==> src/rtl/bcd_pkg.sv <==
// Shared constants and helpers for BCD display counters.
// Parameter legality is checked at elaboration by the blocks that import this package.
package bcd_pkg;

    localparam int unsigned BCD_W = 4;
    localparam logic [BCD_W-1:0] BCD_MAX = 4'd9;

    typedef logic [BCD_W-1:0] bcd_t;

    // Two-digit BCD image of a small integer (0..99), {tens, units}.
    function automatic logic [2*BCD_W-1:0] to_bcd2(input int unsigned value);
        bcd_t tens;
        bcd_t units;
        tens  = BCD_W'(value / 10);
        units = BCD_W'(value % 10);
        return {tens, units};
    endfunction

    function automatic bit params_legal(input int unsigned clk_hz, input int unsigned tick_hz,
                                        input int unsigned modulus, input int unsigned ext_tick);
        return (tick_hz != 0) && (clk_hz >= tick_hz) && (clk_hz % tick_hz == 0) &&
               (modulus >= 2) && (modulus <= 100) && (ext_tick <= 1);
    endfunction

endpackage

==> src/rtl/tick_prescaler.sv <==
// Free-running divide-by-(CLK_HZ/TICK_HZ) strobe generator with count enable.
// The strobe is combinational off the phase counter so DIV=1 gives a tick every enabled cycle.
module tick_prescaler #(
    parameter int unsigned CLK_HZ  = 50_000_000,
    parameter int unsigned TICK_HZ = 1
) (
    input  logic clk,
    input  logic rs,
    input  logic en,
    output logic tick
);

    localparam int unsigned DIV = (TICK_HZ == 0) ? 1 : CLK_HZ / TICK_HZ;
    localparam int unsigned PW  = (DIV > 1) ? $clog2(DIV) : 1;
    localparam logic [PW-1:0] LAST = PW'(DIV - 1);

    if ((TICK_HZ == 0) || (CLK_HZ < TICK_HZ) || (CLK_HZ % TICK_HZ != 0)) begin : g_div_err
        $error("tick_prescaler: CLK_HZ/TICK_HZ must be an exact integer >= 1");
    end

    logic [PW-1:0] pcnt_q, pcnt_d;

    assign tick = en && (pcnt_q == LAST);

    always_comb begin
        pcnt_d = pcnt_q;
        if (en) begin
            pcnt_d = tick ? '0 : pcnt_q + 1'b1;
        end
    end

    always_ff @(posedge clk) begin
        if (rs) begin
            pcnt_q <= '0;
        end else begin
            pcnt_q <= pcnt_d;
        end
    end

endmodule

==> src/rtl/bcd_modn_counter.sv <==
// Two-digit BCD modulo-N up/down counter with prescaler, synchronous load and
// a registered carry/borrow pulse for cascading display stages.
module bcd_modn_counter
    import bcd_pkg::*;
#(
    parameter int unsigned CLK_HZ   = 50_000_000,
    parameter int unsigned TICK_HZ  = 1,
    parameter int unsigned MODULUS  = 60,
    parameter int unsigned EXT_TICK = 0
) (
    input  logic             clk,
    input  logic             rs,
    input  logic             en,
    input  logic             up,
    input  logic             tick_in,
    input  logic             load,
    input  logic [BCD_W-1:0] load_lo,
    input  logic [BCD_W-1:0] load_hi,
    output logic [BCD_W-1:0] led1,
    output logic [BCD_W-1:0] led2,
    output logic             tick_out,
    output logic             co,
    output logic             load_err
);

    if (!params_legal(CLK_HZ, TICK_HZ, MODULUS, EXT_TICK)) begin : g_param_err
        $error("bcd_modn_counter: illegal CLK_HZ/TICK_HZ/MODULUS/EXT_TICK combination");
    end

    localparam logic [2*BCD_W-1:0] TOP = to_bcd2(MODULUS - 1);
    localparam bcd_t TOP_HI = TOP[2*BCD_W-1:BCD_W];
    localparam bcd_t TOP_LO = TOP[BCD_W-1:0];

    logic adv;

    if (EXT_TICK != 0) begin : g_ext_tick
        assign tick_out = tick_in;
        assign adv      = tick_in & en;
    end else begin : g_int_tick
        logic unused_tick_in;
        assign unused_tick_in = tick_in;

        tick_prescaler #(
            .CLK_HZ  (CLK_HZ),
            .TICK_HZ (TICK_HZ)
        ) u_prescaler (
            .clk  (clk),
            .rs   (rs),
            .en   (en),
            .tick (tick_out)
        );
        assign adv = tick_out;
    end

    bcd_t lo_q, lo_d;
    bcd_t hi_q, hi_d;
    logic co_q, co_d;
    logic err_q, err_d;

    // 15*10+15 fits in 8 bits, so out-of-range digits cannot alias into range.
    logic [7:0] load_val;
    logic       load_ok;

    assign load_val = {4'b0, load_hi} * 8'd10 + {4'b0, load_lo};
    assign load_ok  = (load_lo <= BCD_MAX) && (load_hi <= BCD_MAX) &&
                      (load_val < 8'(MODULUS));

    always_comb begin
        lo_d  = lo_q;
        hi_d  = hi_q;
        co_d  = 1'b0;
        err_d = 1'b0;
        if (load) begin
            if (load_ok) begin
                lo_d = load_lo;
                hi_d = load_hi;
            end else begin
                err_d = 1'b1;
            end
        end else if (adv) begin
            if (up) begin
                if ((hi_q == TOP_HI) && (lo_q == TOP_LO)) begin
                    lo_d = '0;
                    hi_d = '0;
                    co_d = 1'b1;
                end else if (lo_q == BCD_MAX) begin
                    lo_d = '0;
                    hi_d = hi_q + 1'b1;
                end else begin
                    lo_d = lo_q + 1'b1;
                end
            end else begin
                if ((hi_q == '0) && (lo_q == '0)) begin
                    lo_d = TOP_LO;
                    hi_d = TOP_HI;
                    co_d = 1'b1;
                end else if (lo_q == '0) begin
                    lo_d = BCD_MAX;
                    hi_d = hi_q - 1'b1;
                end else begin
                    lo_d = lo_q - 1'b1;
                end
            end
        end
    end

    always_ff @(posedge clk) begin
        if (rs) begin
            lo_q  <= '0;
            hi_q  <= '0;
            co_q  <= 1'b0;
            err_q <= 1'b0;
        end else begin
            lo_q  <= lo_d;
            hi_q  <= hi_d;
            co_q  <= co_d;
            err_q <= err_d;
        end
    end

    assign led1     = lo_q;
    assign led2     = hi_q;
    assign co       = co_q;
    assign load_err = err_q;

endmodule

==> config.mk <==
export PLATFORM = sky130hd
export DESIGN_NAME = bcd_modn_counter
export DESIGN_NICKNAME = d
export VERILOG_FILES = /design/src/rtl/bcd_pkg.sv /design/src/rtl/tick_prescaler.sv /design/src/rtl/bcd_modn_counter.sv
export SDC_FILE = /design/constraint.sdc
export NUM_CORES = 1
export LEC_CHECK = 0
export ABC_CLOCK_PERIOD_IN_PS = 3600
export CORE_MARGIN = 2
export CORE_UTILIZATION = 40
export DETAILED_ROUTE_END_ITERATION = 16
export SYNTH_ARGS = -nofsm -noshare
export SYNTH_HDL_FRONTEND = slang
export SYNTH_SLANG_ARGS = --single-unit
==> constraint.sdc <==
create_clock -name clk -period 3.6 [get_ports clk]
set_input_delay 0.72 -clock clk [delete_from_list [all_inputs] [get_ports clk]]
set_output_delay 0.72 -clock clk [all_outputs]
set_load 0.01 [all_outputs]
Yosys cells after proc, flatten, opt, wreduce, memory -nomap -nowiden:

Cells that the tools add are included.

* bits in registers: 36
* output and inout bits: 11

* add/sub/neg operators: 6
* multiply operators: 1
* order comparisons: 3
* equal/unequal tests: 5
* mux-type cells: 21
* bitwise operators: 2
* reduce and logical (&&, ||, !) cells: 13

Operators with widths (count)
* 4-bit 2-to-1 mux: 16
* 26-bit by 1-bit adder with 26-bit output (second input constant): 1
* 26-bit == test (second input constant): 1
* 26-bit 2-to-1 mux: 1
* 4-bit by 1-bit adder with 4-bit output (second input constant): 2
* 8-bit by 4-bit adder with 8-bit output: 1
* 4-bit less-or-equal comparator (second input constant): 2
* 4-bit zero test: 2
* 8-bit by 6-bit less-than comparator with 1-bit output (second input constant): 1
* 4-bit by 1-bit subtractor with 4-bit output (second input constant): 2
* 4-bit by 3-bit multiplier with 7-bit output (second input constant): 1
* 1-bit logical AND: 5
* 4-bit by 3-bit == test with 1-bit output (second input constant): 1
* 4-bit == test (second input constant): 1
* 1-bit 2-to-1 mux: 4
* 4-bit by 1-bit inequality test with 1-bit output (second input constant): 1
* 4-bit AND reduction: 1
* 4-bit nonzero test: 1
* 3-bit OR reduction: 1
* 2-bit by 1-bit inequality test with 1-bit output (second input constant): 1
* 1-bit NOT: 2
* 2-bit AND reduction: 1
* 2-bit nonzero test: 1
* 2-bit OR reduction: 1

Depth between registers and ports, before layout:

Gate-level depths: netlist of run 1.

* depth after elaboration: 6
* gate-level depth with buffers: 10
* gate-level depth less buffers: 9

Hierarchy:

From an unflattened synthesis of run 1, not the netlist that was laid out.

* cells, all modules: 292
* area, all modules: 2600.0 um^2

Modules (own cells, without submodules)
* tick_prescaler: times used 1, cells an instance 152, area each 1421.4 um^2, sequential area each 520.5 um^2
* bcd_modn_counter: times used 1, cells an instance 140, area each 1178.6 um^2, sequential area each 200.2 um^2

Least setup slack after synthesis of run 1:

Ideal clock, no wire load.

* path type: input-to-reg
* start: input load_hi[1]
* end: register hi_q[1] (netlist: led2[1])
* arrival: 3.216 ns
* setup slack: 0.297 ns
* stages: 10
* buffers on the path: 1
* path through: ha_1 ha_1 fa_1 nand2_1 a21oi_1 mux2i_1 or4b_4 buf_6 a221o_1 o31ai_1

* longest elaborated chain between the ends: 6
* elaborated cells between the ends (all ways): 10

Ends and longest elaborated chain
* start: declaration: line bcd_modn_counter.sv:18 `input logic [BCD_W-1:0] load_hi,`
* 4-bit by 3-bit multiplier with 7-bit output: line bcd_modn_counter.sv:64 `assign load_val = {4'b0, load_hi} * 8'd10 + {4'b0, load_lo};`
* 8-bit by 4-bit adder with 8-bit output: line bcd_modn_counter.sv:64
* 8-bit by 6-bit less-than comparator with 1-bit output: line bcd_modn_counter.sv:66 `(load_val < 8'(MODULUS));`
* 1-bit logical AND: line bcd_modn_counter.sv:65 `assign load_ok = (load_lo <= BCD_MAX) && (load_hi <= BCD_MAX) &&`
* 2-bit by 1-bit inequality test with 1-bit output (no line)
* 4-bit AND reduction (no line)
* end signal: assignment: line bcd_modn_counter.sv:115 `hi_q <= hi_d;`
* end: declaration: line bcd_modn_counter.sv:56 `bcd_t hi_q, hi_d;`

Parallel ways exist; a longest one is shown, timed or not. The select of a mux whose other input is x is not followed.
A chain may end at the register's enable or synchronous reset.

Worst setup path in the final report of run 1:

* start: input load_hi[1]
* end: register lo_q[3] (netlist: led1[3])

* longest elaborated chain between the ends: 6
* elaborated cells between the ends (all ways): 8

Ends and longest elaborated chain
* 4-bit by 3-bit multiplier with 7-bit output: line bcd_modn_counter.sv:64
* 8-bit by 4-bit adder with 8-bit output: line bcd_modn_counter.sv:64
* 8-bit by 6-bit less-than comparator with 1-bit output: line bcd_modn_counter.sv:66
* 1-bit logical AND *: line bcd_modn_counter.sv:65
* 2-bit by 1-bit inequality test with 1-bit output (no line) *
* 2-bit AND reduction (no line) *
* end signal: assignment: line bcd_modn_counter.sv:114 `lo_q <= lo_d;`
* end: declaration: line bcd_modn_counter.sv:55 `bcd_t lo_q, lo_d;`

Every way passes the cells marked *; elsewhere a longest branch is shown, timed or not.

==> results of run 1 <==
[per-layer routing]
layer | wire [um] | up-vias
met5 | 0 | -
met1 | 2430 | 938
met3 | 161 | 7
met2 | 2300 | 28
li1 | - | 1027
met4 | 74 | 0
[stage by stage]
stage	utilization (%)	hold WS (ps)	std cells	setup slack, ps	instance area (um^2)
2_1_floorplan	-	458	271	297	2220
3_3_place_gp	47.5	474	367	-114	2580
3_5_place_dp	47.5	487	367	-174	2580
4_1_cts	49.1	497	375	119	2670
5_1_grt	49.1	533	375	37.9	2670
6_report	49.1	496	375	133	2670
[critical path: cells and delay by family]
kind                       cells  cell delay, ps
xor gates and xnor gates       2             410
and+or+nand+nor                1             620
AOI/OAI and AO/OA              3             560
buffers and inverters          1             430
adders and majority gates      3             890
[state kept, by name, indices dropped and copies added (netlist names)]
signal	flops
load_err	1
led2	4
co	1
led1	4
g_int_tick.u_prescaler.pcnt_q	26
[layout make-up]
cell class              count  area share, %
flip-flops and latches     36           27.0
well taps                  72           3.37
repair buffers             36           12.3
clock inverters             1          0.328
multi-input cells         212           52.6
clock buffers               7           2.86
inverters                  11           1.55
[report_power, final]
group	internal [uW]	total (uW)	leakage, uW	switching [uW]
clock network	138	287	0.0000424	149
registers	406	420	0.000291	13.6
logic	79.6	156	0.000657	76.9
total	624	863	0.000990	239
[logic make-up after synthesis]
family,Yosys count,synth area share [%]
buffers and inverters,23,4.28
adders and majority gates,12,7.44
xor gates and xnor gates,27,10.6
and+or+nand+nor,120,27.5
DFF,36,32.5
muxes,6,2.82
AOI/OAI and AO/OA,47,14.9
[layout by cell type (no fill, tap or decap), types with 8 or more instances in the layout]
master and count:
sky130_fd_sc_hd__buf_4 13, sky130_fd_sc_hd__dfxtp_1 36, sky130_fd_sc_hd__ha_1 10, sky130_fd_sc_hd__nor2_1 31, sky130_fd_sc_hd__nand2_1 31, sky130_fd_sc_hd__clkdlybuf4s50_1 23
sky130_fd_sc_hd__nand4_1 9, sky130_fd_sc_hd__xor2_1 20, sky130_fd_sc_hd__inv_1 11, sky130_fd_sc_hd__o21ai_0 8, sky130_fd_sc_hd__a21oi_1 12, sky130_fd_sc_hd__nor3_1 8
[worst min-delay path by stage]
stage                                                 from                                to  slack (ps)  cells past startpoint
after floorplan           g_int_tick.u_prescaler.pcnt_q[6]  g_int_tick.u_prescaler.pcnt_q[6]         460                      2
after global placement    g_int_tick.u_prescaler.pcnt_q[6]  g_int_tick.u_prescaler.pcnt_q[6]         470                      2
after detailed placement  g_int_tick.u_prescaler.pcnt_q[6]  g_int_tick.u_prescaler.pcnt_q[6]         490                      2
after CTS                 g_int_tick.u_prescaler.pcnt_q[6]  g_int_tick.u_prescaler.pcnt_q[6]         500                      2
after global routing      g_int_tick.u_prescaler.pcnt_q[6]  g_int_tick.u_prescaler.pcnt_q[6]         530                      2
final                     g_int_tick.u_prescaler.pcnt_q[6]  g_int_tick.u_prescaler.pcnt_q[6]         500                      2
==> tab_implementation.tex, run 1 <==
\begin{tabular}{lr}
\hline
Metric & Value \\
\hline
\multicolumn{2}{l}{\textbf{Status}} \\
Run status & complete, no violations \\
\multicolumn{2}{l}{\textbf{Yosys}} \\
Number of unique standard cell types used by synthesis & 48 \\
Register area share after synthesis & 32.5\% \\
Number of standard cells after synthesis & 271 \\
Synthesized area divided by synthesized cell count & roughly 8 um\^{}2 \\
Seq cells post-synth & 36 \\
Yosys top cell by area & sky130\_fd\_sc\_hd\_\_dfxtp\_1 \\
Number of flops mapped to enable cells by yosys & 0 \\
Synth Flop Type & sky130\_fd\_sc\_hd\_\_dfxtp\_1 \\
Biggest area contributors in the synthesized netlist & sky130\_fd\_sc\_hd\_\_dfxtp\_1 (32\%), sky130\_fd\_sc\_hd\_\_xor2\_1 (7.9\%), sky130\_fd\_sc\_hd\_\_ha\_1 (5.6\%) \\
Ys async rst share & 0\% \\
Most instantiated cells after synthesis & sky130\_fd\_sc\_hd\_\_dfxtp\_1 (36), sky130\_fd\_sc\_hd\_\_nand2\_1 (31), sky130\_fd\_sc\_hd\_\_nor2\_1 (31) \\
Most repeated cell in the gate-level netlist after synthesis & sky130\_fd\_sc\_hd\_\_dfxtp\_1 \\
Synth top area share & 32.5\% \\
Net count after synthesis & between 200 and 300 \\
Cell Area, Synth & $\sim$0.0022 mm\^{}2 \\
Number of warnings printed during yosys synthesis & 0 \\
\multicolumn{2}{l}{\textbf{Die}} \\
Effective utilization at floorplan & between 40 and 50\% \\
Number of primary I/O pins & 25 \\
Area enclosed by the die boundary & slightly above 0.006 mm\^{}2 \\
Horizontal extent of the die & 78.5 um \\
Placement row count & 27 \\
Die span in y & 78.5 um \\
Core Region & 0.00544 mm\^{}2 \\
\multicolumn{2}{l}{\textbf{Setup path}} \\
Worst endpoint data arrival time & about 3600 ps \\
Worst path max stage delay & about 620 ps \\
End of the worst register-to-register path & led2[1] \\
Reg-to-reg critical path startpoint & g\_int\_tick.u\_prescaler.pcnt\_q[0] \\
CP cell instances & clkdlybuf4s50\_1, ha\_1, ha\_1, fa\_1, xor2\_1, o2111ai\_1, xor2\_1, or4b\_4, a221oi\_1, a311oi\_1 \\
Path depth of the worst reg2reg path & 7 \\
Setup crit start kind & input pin \\
CP endpoint kind & register \\
Startpoint of the most critical setup path & load\_hi[1] \\
Setup slack of the worst register-to-register path & roughly 1300 ps \\
Data required time of the worst path & 3760 ps \\
Capturing element of the worst setup path & led1[3] \\
Critical Path Fanout Max & 11 \\
Slowest library cell on the worst path & sky130\_fd\_sc\_hd\_\_or4b\_4 \\
Kind of critical path & in2reg \\
\multicolumn{2}{l}{\textbf{STA}} \\
Final critical-path share of the clock period & 96.3\% \\
Final Skew & approximately 5.3 ps \\
Final count of hold timing violations & 0 \\
Worst max-slew margin expressed relative to the limit & 62.0\% \\
RSZ-0062 raised after global routing & false \\
Max-slew violation count & 0 \\
Worst-margin pin slew & 565 ps \\
Aggregate negative setup slack & 0 ps \\
Highest clock frequency the design can meet & 288 MHz \\
Clock period minus final worst setup slack & 3470 ps \\
Setup violation total in the final timing report & 0 \\
\multicolumn{2}{l}{\textbf{Global routing}} \\
Grt met2 use & 28.2\% \\
Via count of the first global-routing pass & 1910 \\
Pin count of the biggest net entering global routing & 23 \\
Global Route met1 Usage & around 22\% \\
Busiest metal layer after global routing & met2 \\
Number of antenna violations at the first check in global routing & 0 \\
Combined global-route utilization of all metal layers & 17.1\% \\
First-pass GRT wire length & 8500 um \\
GRT overflow & 0 \\
Met3 capacity usage during global routing & under 10\% \\
\multicolumn{2}{l}{\textbf{Clocking}} \\
Worst-skew pair later-pin latency & $\sim$290 ps \\
Post-CTS setup buffer count & 0 \\
Reg clk slew, reported paths & $\sim$80 ps \\
TritonCTS buffer count & 5 \\
Post-CTS Hold Buffers & 0 \\
Resized Gates After CTS & 0 \\
H-tree depth & 2 \\
Maximum clock path buffer count & 2 \\
Clock tree from TritonCTS & done \\
Clk Tree Root Cell & sky130\_fd\_sc\_hd\_\_clkbuf\_8 \\
\# clock sinks & 36 \\
\multicolumn{2}{l}{\textbf{Power and ir drop}} \\
Max VDD drop & roughly 220 uV \\
Total Power Consumption & 863 uW \\
Static leakage & 0.000990 uW \\
Pwr dens & about 320 mW/mm\^{}2 \\
\multicolumn{2}{l}{\textbf{Worst hold path}} \\
Path class of the lowest-slack min-delay path & reg2reg \\
\multicolumn{2}{l}{\textbf{Routing}} \\
Iter 0 DRT Violations & 92 \\
WL final & about 5000 um \\
Number of design rule violations left after detail routing & 0 \\
DR vias & 2000 \\
Number of nets with antenna violations after routing & 0 \\
Average via count per standard cell & about 5.3 \\
Number of optimization iterations in the first detailed-route pass & 6 \\
Post-detailed-route wirelength per cell & 13.2 um \\
\multicolumn{2}{l}{\textbf{Layout}} \\
Number of diodes & 0 \\
Register area & 721 um\^{}2 \\
Number of filler instances in the final layout & 547 \\
Multi-input combinational cell area & between 0.001 and 0.0015 mm\^{}2 \\
Layout overhead on the synthesized area & 20.2\% \\
Final layout net count & 328 \\
Fraction of final layout cells sized beyond drive strength 1 & 7.92\% \\
\multicolumn{2}{l}{\textbf{Placement}} \\
Last weighted congestion value of the routability-driven placer & 0.823 \\
Final HPWL from detailed placement & roughly 3700 um \\
Number of input and output port buffers inserted & 23 \\
\multicolumn{2}{l}{\textbf{Run}} \\
Max-cap viol count & 0 \\
\hline
\end{tabular}
Power figures use the tool's default switching activity.
==> inputs of run 2 (changes only) <==
--- a/config.mk
+++ b/config.mk
@@ -6,7 +6,6 @@
 export NUM_CORES = 1
 export LEC_CHECK = 0
 export ABC_CLOCK_PERIOD_IN_PS = 3600
-export CORE_MARGIN = 2
 export CORE_UTILIZATION = 40
 export DETAILED_ROUTE_END_ITERATION = 16
 export SYNTH_ARGS = -nofsm -noshare
==> run 2 against run 1 <==
Against the previous run:
- maximum frequency increased by 0.51%
- critical endpoint is now led2[1]
- highest routed layer unchanged
- non-clock buffer count is the same
- register-to-register slack hardly changed
- first-iteration DRC count rose by 16%
- wire length down 1.7%
- critical path depth did not move
- via count fell by 2.3%
- clock skew down 3.1 ps
- sequential power about the same
- final cell count is 0.53% lower
==> tab_implementation.tex, run 2 (synthesized netlist as in run 1, its figures left out) <==
\begin{tabular}{lr}
\hline
Metric & Value \\
\hline
\multicolumn{2}{l}{\textbf{Clocking}} \\
Post-CTS Hold Buffers & 0 \\
H-tree depth & 2 \\
TritonCTS buffer count & 5 \\
Resized Gates After CTS & 0 \\
Maximum clock path buffer count & 2 \\
Worst-skew pair later-pin latency & 290 ps \\
Clock tree from TritonCTS & done \\
Reg clk slew, reported paths & 70 ps \\
Post-CTS setup buffer count & 0 \\
Clk Tree Root Cell & sky130\_fd\_sc\_hd\_\_clkbuf\_8 \\
\# clock sinks & 36 \\
\multicolumn{2}{l}{\textbf{Setup path}} \\
End of the worst register-to-register path & led2[3] \\
CP endpoint kind & register \\
Worst endpoint data arrival time & 3640 ps \\
Setup slack of the worst register-to-register path & 1290 ps \\
Slowest library cell on the worst path & sky130\_fd\_sc\_hd\_\_or4b\_4 \\
Buffers plus inverters on the worst setup path & 1 \\
Cell repeated most along the worst path & sky130\_fd\_sc\_hd\_\_ha\_1 \\
CP cell instances & clkdlybuf4s50\_1, ha\_1, ha\_1, fa\_1, nand2\_1, a21oi\_1, mux2i\_1, or4b\_4, a221o\_1, o31ai\_1 \\
Path depth of the worst reg2reg path & 8 \\
Kind of critical path & in2reg \\
Worst path max stage delay & 570 ps \\
Critical Path Fanout Max & 11 \\
Top delay family on crit path & adder cells \\
Data required time of the worst path & 3790 ps \\
Setup crit start kind & input pin \\
Reg-to-reg critical path startpoint & led2[1] \\
\multicolumn{2}{l}{\textbf{STA}} \\
Final critical-path share of the clock period & $\sim$96\% \\
Highest clock frequency the design can meet & 290 MHz \\
Worst-margin pin slew & 602 ps \\
Setup violation total in the final timing report & 0 \\
Worst max-slew margin expressed relative to the limit & 59.5\% \\
Final count of hold timing violations & 0 \\
Least setup slack across all paths after layout & 150 ps \\
Tightest hold margin & just under 500 ps \\
Clock period minus final worst setup slack & 3450 ps \\
RSZ-0062 raised after global routing & false \\
Max-slew violation count & 0 \\
Final Skew & 2.19 ps \\
\multicolumn{2}{l}{\textbf{Layout}} \\
Most common library cell in the layout ignoring fill and taps & sky130\_fd\_sc\_hd\_\_dfxtp\_1 \\
Register area & 721 um\^{}2 \\
Layout overhead on the synthesized area & 21.1\% \\
Number of diodes & 0 \\
Post-Layout Inst Area & 0.00269 mm\^{}2 \\
Fraction of final layout cells sized beyond drive strength 1 & under 10\% \\
Max FFs per register & 26 \\
Multi-input combinational cell area & 0.00141 mm\^{}2 \\
Post-route insts no fill & 373 \\
Final layout net count & 328 \\
Register name with the most flops & g\_int\_tick.u\_prescaler.pcnt\_q \\
Post-layout util & 51.4\% \\
Number of filler instances in the final layout & 526 \\
Most frequent cells in the layout & sky130\_fd\_sc\_hd\_\_dfxtp\_1 (36), sky130\_fd\_sc\_hd\_\_nor2\_1 (31), sky130\_fd\_sc\_hd\_\_nand2\_1 (31) \\
\multicolumn{2}{l}{\textbf{Placement}} \\
Pre-CTS worst setup slack & -133 ps \\
Last weighted congestion value of the routability-driven placer & 0.792 \\
Instance area at placement & around 0.0026 mm\^{}2 \\
Final HPWL from detailed placement & 3510 um \\
Post-Place Cells & 365 \\
Number of input and output port buffers inserted & 23 \\
\multicolumn{2}{l}{\textbf{Routing}} \\
DR vias & 1954 \\
Iter 0 DRT Violations & 107 \\
Number of optimization iterations in the first detailed-route pass & 4 \\
WL final & 4880 um \\
Number of design rule violations left after detail routing & 0 \\
Number of nets with antenna violations after routing & 0 \\
Average via count per standard cell & 5.24 \\
Post-detailed-route wirelength per cell & 13.1 um \\
\multicolumn{2}{l}{\textbf{Worst hold path}} \\
Path class of the lowest-slack min-delay path & reg2reg \\
Origin of the worst min-delay path & g\_int\_tick.u\_prescaler.pcnt\_q[1] \\
Terminating pin of the worst hold path & g\_int\_tick.u\_prescaler.pcnt\_q[1] \\
Cell depth of the worst hold path & 2 \\
\multicolumn{2}{l}{\textbf{Die}} \\
Area enclosed by the die boundary & 0.00585 mm\^{}2 \\
Core Region & 0.00524 mm\^{}2 \\
Effective utilization at floorplan & 42.4\% \\
Horizontal extent of the die & 76.5 um \\
Placement row count & 26 \\
Die span in y & 76.5 um \\
Number of primary I/O pins & 25 \\
\multicolumn{2}{l}{\textbf{Status}} \\
Run status & complete, no violations \\
\multicolumn{2}{l}{\textbf{Global routing}} \\
First-pass GRT wire length & 8690 um \\
Number of antenna violations at the first check in global routing & 0 \\
GRT overflow & 0 \\
Pin count of the biggest net entering global routing & 23 \\
Via count of the first global-routing pass & 1852 \\
Combined global-route utilization of all metal layers & a little under a fifth \\
\multicolumn{2}{l}{\textbf{Power and ir drop}} \\
Static leakage & 0.00100 uW \\
Pwr dens & 343 mW/mm\^{}2 \\
Max VDD drop & 190 uV \\
\multicolumn{2}{l}{\textbf{Run}} \\
Max-cap viol count & 0 \\
\hline
\end{tabular}
run 2: changes by cell type in the layout (fill, tap and decap cells not counted), sizes merged:
cell    delta
clkbuf     -1
bufinv     +1
run 2: worst max-delay path by stage:
stage,startpoint,endpoint,slack [ps],depth (start not counted)
2_1_floorplan,load_hi[1],led2[1],300,10
6_report,load_hi[1],led2[1],150,10
5_1_grt,load_hi[1],led2[3],30,10
3_3_place_gp,load_hi[1],led2[1],-120,10
4_1_cts,load_hi[1],led1[3],170,10
3_5_place_dp,load_hi[1],led1[3],-130,10
run 2: through the flow:
| step | setup TNS, ps | total power [uW] |
|---|---|---|
| floorplan | 0 | 524 |
| global placement | -634 | 581 |
| detailed placement | -768 | 583 |
| CTS | 0 | 937 |
| global route | 0 | 979 |
| finish | 0 | 924 |
run 2: area by class of cell:
| type | instances | share of cell area (%) |
|---|---|---|
| clock buffer | 6 | 2.70 |
| tap | 70 | 3.26 |
| inverter | 11 | 1.53 |
| timing repair buffer | 36 | 12.2 |
| clock inverter | 2 | 1.30 |
| sequential | 36 | 26.8 |
| multi-input combinational | 212 | 52.2 |
run 2: tightest hold or removal path, delay by kind of cell, from the launching register on:
kind,cells,cell delay [ps]
flip-flops,1,320
AO/OA/AOI/OAI,1,50
AND/OR/NAND/NOR,1,70
run 2: metal layers:
metal / up-vias / part of all wire, % / track usage, %
li1: 1031 / - / -
met1: 883 / 54 / 27.3
met2: 33 / 40 / 25.9
met3: 7 / 3.9 / 3.47
met4: 0 / 1.7 / 7.69
met5: - / 0 / 0
run 2: where the power goes:
part / leakage (uW) / switching (uW) / total [uW] / internal, uW
clock network: 0.0000552 / 143 / 349 / 205
logic: 0.000658 / 76.9 / 155 / 78.3
registers: 0.000291 / 13.4 / 419 / 406
total: 0.00100 / 234 / 924 / 690
